`src/rtl/imem_loader.sv`:
```
// imem_loader: byte-stream loader that fills instruction memory and
// holds the core in reset until a checksum-verified load completes.
// Ports: clk, reset (async, active-low), start pulse, in_data/in_valid/
// in_ready byte handshake, mem_we/mem_addr/mem_wdata memory write port,
// cpu_hold core reset, done/error load status.
module imem_loader #(
  parameter int ADDR_W = 8
) (
  input  logic              clk,
  input  logic              reset,
  input  logic              start,
  input  logic [7:0]        in_data,
  input  logic              in_valid,
  output logic              in_ready,
  output logic              mem_we,
  output logic [ADDR_W-1:0] mem_addr,
  output logic [31:0]       mem_wdata,
  output logic              cpu_hold,
  output logic              done,
  output logic              error
);

  localparam int MAX_WORDS = 2 ** ADDR_W;
  localparam logic [16:0] MAX_W = 17'(MAX_WORDS);

  typedef enum logic [2:0] {
    S_IDLE,
    S_HDR0,
    S_HDR1,
    S_DATA,
    S_WRITE,
    S_CSUM,
    S_DONE,
    S_ERROR
  } state_t;

  state_t state;
  state_t nxt;

  logic [15:0]     count;
  logic [ADDR_W:0] index;
  logic [1:0]      nbyte;
  logic [23:0]     wbuf;
  logic [7:0]      csum;

  logic        fire;
  logic [15:0] full_cnt;
  logic [16:0] idx_inc;

  assign fire     = in_valid && in_ready;
  assign full_cnt = {in_data, count[7:0]};
  // Extra index bit lets a full-capacity load reach MAX_WORDS
  // without the index wrapping back to 0.
  assign idx_inc  = 17'(index) + 17'd1;

  always_comb begin
    nxt = state;
    unique case (state)
      S_IDLE: begin
        if (start) nxt = S_HDR0;
      end
      S_HDR0: begin
        if (fire) nxt = S_HDR1;
      end
      S_HDR1: begin
        if (fire) begin
          if ({1'b0, full_cnt} > MAX_W) nxt = S_ERROR;
          else if (full_cnt == 16'd0)  nxt = S_CSUM;
          else                         nxt = S_DATA;
        end
      end
      S_DATA: begin
        if (fire && nbyte == 2'd3) nxt = S_WRITE;
      end
      S_WRITE: begin
        nxt = (idx_inc == {1'b0, count}) ? S_CSUM : S_DATA;
      end
      S_CSUM: begin
        if (fire) nxt = (in_data == csum) ? S_DONE : S_ERROR;
      end
      S_DONE, S_ERROR: begin
        if (start) nxt = S_HDR0;
      end
      default: nxt = S_IDLE;
    endcase
  end

  always_ff @(posedge clk or negedge reset) begin
    if (!reset) begin
      state     <= S_IDLE;
      in_ready  <= 1'b0;
      mem_we    <= 1'b0;
      mem_addr  <= '0;
      mem_wdata <= '0;
      cpu_hold  <= 1'b1;
      done      <= 1'b0;
      error     <= 1'b0;
      count     <= '0;
      index     <= '0;
      nbyte     <= '0;
      wbuf      <= '0;
      csum      <= '0;
    end else begin
      state    <= nxt;
      // Status outputs are decoded from the next state so they
      // line up with the state register.
      in_ready <= (nxt == S_HDR0) || (nxt == S_HDR1) ||
                  (nxt == S_DATA) || (nxt == S_CSUM);
      mem_we   <= (nxt == S_WRITE);
      cpu_hold <= (nxt != S_DONE);
      done     <= (nxt == S_DONE);
      error    <= (nxt == S_ERROR);

      unique case (state)
        S_IDLE, S_DONE, S_ERROR: begin
          if (start) begin
            index <= '0;
            csum  <= '0;
            nbyte <= '0;
          end
        end
        S_HDR0: begin
          if (fire) count[7:0] <= in_data;
        end
        S_HDR1: begin
          if (fire) count[15:8] <= in_data;
        end
        S_DATA: begin
          if (fire) begin
            wbuf  <= {in_data, wbuf[23:8]};
            csum  <= csum ^ in_data;
            nbyte <= nbyte + 2'd1;
            if (nbyte == 2'd3) begin
              mem_addr  <= index[ADDR_W-1:0];
              mem_wdata <= {in_data, wbuf};
            end
          end
        end
        S_WRITE: begin
          index <= index + 1'b1;
        end
        default: ;
      endcase
    end
  end

endmodule

```
`config.mk`:
```
export PLATFORM = sky130hd
export DESIGN_NAME = imem_loader
export DESIGN_NICKNAME = d
export VERILOG_FILES = /design/src/rtl/imem_loader.sv
export SDC_FILE = /design/constraint.sdc
export NUM_CORES = 1
export LEC_CHECK = 0
export ABC_AREA = 1
export BUFFER_PORTS_ARGS = -buffer_cell sky130_fd_sc_hd__buf_2
export CAP_MARGIN = 20
export CORE_MARGIN = 4
export CORE_UTILIZATION = 45
export DETAILED_ROUTE_END_ITERATION = 16
export SKIP_CTS_REPAIR_TIMING = 1
export SYNTH_ARGS = -nofsm -noshare
export SYNTH_HDL_FRONTEND = slang
export SYNTH_SLANG_ARGS = --single-unit
```
`constraint.sdc`:
```
create_clock -name clk -period 2.9 [get_ports clk]
set_input_delay 0.58 -clock clk [delete_from_list [all_inputs] [get_ports clk]]
set_output_delay 0.58 -clock clk [all_outputs]
set_load 0.01 [all_outputs]
```
==> metrics.md <==
| Metric | Value |
|---|---|
| ANT nets after route | 0 |
| Root Buffer Master | clkbuf_8 |
| Post-DP HPWL | 7340 um |
| Critical Path RT | 3160 ps |
| FF-to-FF setup slack | 850 ps |
| Die Y | 109 um |
| Area contributors post-synth | dfrtp_1 (57%), nand2_1 (14%), o21ai_0 (9.0%) |
| Synthesized area per cell | 8.60 um^2 |
| Count of cell types in the netlist | 27 |
| Htree depth | 3 |
| Synthesis-stage register bit count | 107 |
| CTS tree | yes |
| DR vias | 3,564 |
| Syn nets | 553 |
| Sequential area share after synthesis | 57.8% |
| Most frequent cells in the layout | nand2_1 (169), dfrtp_1 (106), o21ai_0 (83) |
| Filler instances | 968 |
| Layout cells sized above 1 | 16.0% |
| Nets@finish | just over 600 |
| CORE AREA | 0.00991 mm^2 |
| MaxCap Viol Count | 0 |
| Critical Path End Type | register |
| Drt initial violations | 197 |
| Routed length on met2 | 4580 um |
| Die ar. | 0.0120 mm^2 |
| Most common cell after layout, fill and taps aside | nand2_1 |
| RSZ-0062 raised after global routing | no |
| Pin count of the biggest net entering global routing | 62 |
| Yosys top cell area share | 57.3% |
| Syn Inst Count | between 500 and 600 |
| Worst Tran Pin Value | 768 ps |
| Synthesis-to-layout area growth | 13.7% |
| CP Class | reg -> reg |
| Clk_lat worst skew | 370 ps |
| Final setup vio count | 0 |
| Drt wl/cell | 13.9 um |
| Status | finished clean |
| Cell area power density | 932 mW/mm^2 |
| Initial Util | 46.8% |
| GPL Wtd Cong | roughly 0.86 |
| Worst Hold Class | in -> async |
| Final wirelength | 10,200 um |
| Metal3 WL | ~360 um |
| Die W | 109 um |
| Total grt overflow | 0 |
| Total GRT Usage | 18.7% |
| Initial antenna violation count | 0 |
| N_diodes | 0 |
| Setup TNS | 0 ps |
| Final core occ | 53.1% |
| FMAX | 488 MHz |
| CTS Sinks | 107 |
| Metal-1 WL | 5120 um |
| Critical path launch point type | register |
| I/O pin count | 57 |
| Top sig layer | met4 |
| Main flop type after synthesis | dfrtp_1 |
| Post-synthesis cell area | 0.00463 mm^2 |
| Num CTS Buffers | 9 |
| Final number of hold-violating endpoints | 0 |
| Final period util | between 70% and 80% |
| Async set-reset flop share out of synthesis | 100% |
| Worst VDD drop | 470 uV |
| Slew Limit Fails | 0 |
| First-pass GRT wire length | about 17,000 um |
| Vias/cell | 4.87 |
| Min cycle time layout | 2050 ps |
| Clock skew | around 12 ps |
| CTS Buffer Depth | 2 |
| Worst Path Max Fanout | 5 |
| DRT Pass-1 Iters | 5 |
| Worst setup margin | roughly 850 ps |
| Synth warn | 0 |
| Number of synthesized flops with an enable pin | 0 |
| DP Worst Slack | ~740 ps |
| CP Data Arrival Time | ~2300 ps |
| Vias in the first global route | 3,469 |
| Worst slew margin | 48.8% |
| CTS clk-pin slew, worst paths | approximately 100 ps |
| Leak pwr | between 2 and 3 nW |
| DRC Markers | 0 |
| Row cnt | 36 |
| I/O Buffers | 56 |
| Largest area contributor in the netlist | dfrtp_1 |
-- flip-flops by register name (all words and copies together) (netlist names) --
| name | flops |
|---|---|
| mem_wdata | 32 |
| wbuf | 24 |
| count | 16 |
| index | 9 |
| csum | 8 |
| mem_addr | 8 |
| state | 3 |
| nbyte | 2 |
| cpu_hold | 1 |
| done | 1 |
| error | 1 |
| in_ready | 1 |
| mem_we | 1 |
-- final timing paths --
check	cells after the start	end	startpoint
min	1	mem_wdata[22]$_DFFE_PN0P_	reset
max reg2reg	12	error$_DFF_PN0_	index[0]$_DFFE_PN0P_
min reg2reg	2	mem_wdata[5]$_DFFE_PN0P_	mem_wdata[5]$_DFFE_PN0P_
max	12	error$_DFF_PN0_	index[0]$_DFFE_PN0P_
max in group asynchronous	2	count[12]$_DFFE_PN0P_	reset
min in group clk	3	wbuf[22]$_DFFE_PN0P_	in_data[6]
-- worst max-delay path: stages (launching register included) --
cell and delay [ps]:
dfrtp_1 460, ha_1 260, nand3_1 130, xor2_1 280, nor2_1 70, nor2_1 110, nand2_1 60, nor2_1 150
nand2_1 90, nand2_2 80, nand3_2 100, nand2_1 120, nor2_1 40
-- cells by family (layout without fill, tap and decap cells) --
kind of cell             count (synthesis)  in the layout  share of synthesized area (%)
AND/OR/NAND/NOR                        253            253                           23.4
flip-flops                             107            107                           57.8
AO/OA/AOI/OAI                           91             91                           9.99
buffers and inverters                   75            135                           6.13
XOR/XNOR                                11             11                           2.08
adder cells (fa/ha/maj)                  2              2                          0.540
-- layer usage --
metal / track usage [%] / vias to the layer above
li1: - / 1817
met1: 26.9 / 1675
met2: 28.7 / 64
met3: 2.94 / 8
met4: 6.77 / 0
met5: 0 / -
-- metrics by stage --
stage / cells / instance area, um^2 / hold slack, ps / total power [W]
6_report: 732 / 5270 / 275 / 0.00491
5_1_grt: 732 / 5270 / 331 / 0.00534
4_1_cts: 732 / 5270 / 296 / 0.00496
3_5_place_dp: 716 / 5070 / 455 / 0.00402
3_3_place_gp: 716 / 5070 / 453 / 0.00397
2_1_floorplan: 539 / 4630 / 284 / 0.00344
-- power breakdown --
group	total [W]	internal [W]	leakage, nW	switching (W)
registers	0.00239	0.00205	1.41	0.000339
logic	0.00159	0.000589	1.21	0.000997
clock network	0.000927	0.000407	0.102	0.000520
total	0.00491	0.00305	2.73	0.00186
-- synth_stat cells, types with 4 or more instances --
cell / n
o21ai_0: 83
nor2_1: 28
inv_1: 53
o22ai_1: 4
clkbuf_1: 14
inv_2: 5
xnor2_1: 4
nand3_1: 33
xor2_1: 7
nand2_1: 169
dfrtp_1: 106
nand4_1: 5
-- area by class of cell --
cell class | count | area, um^2 | share of cell area [%]
clock buffers | 9 | 124 | 2.35
clock inverters | 7 | 76.3 | 1.45
inverters | 58 | 218 | 4.13
multi-input cells | 357 | 1670 | 31.7
flip-flops and latches | 107 | 2680 | 50.9
well taps | 133 | 166 | 3.16
repair buffers | 61 | 333 | 6.32
Note: power is estimated with default switching activity, not from simulation.
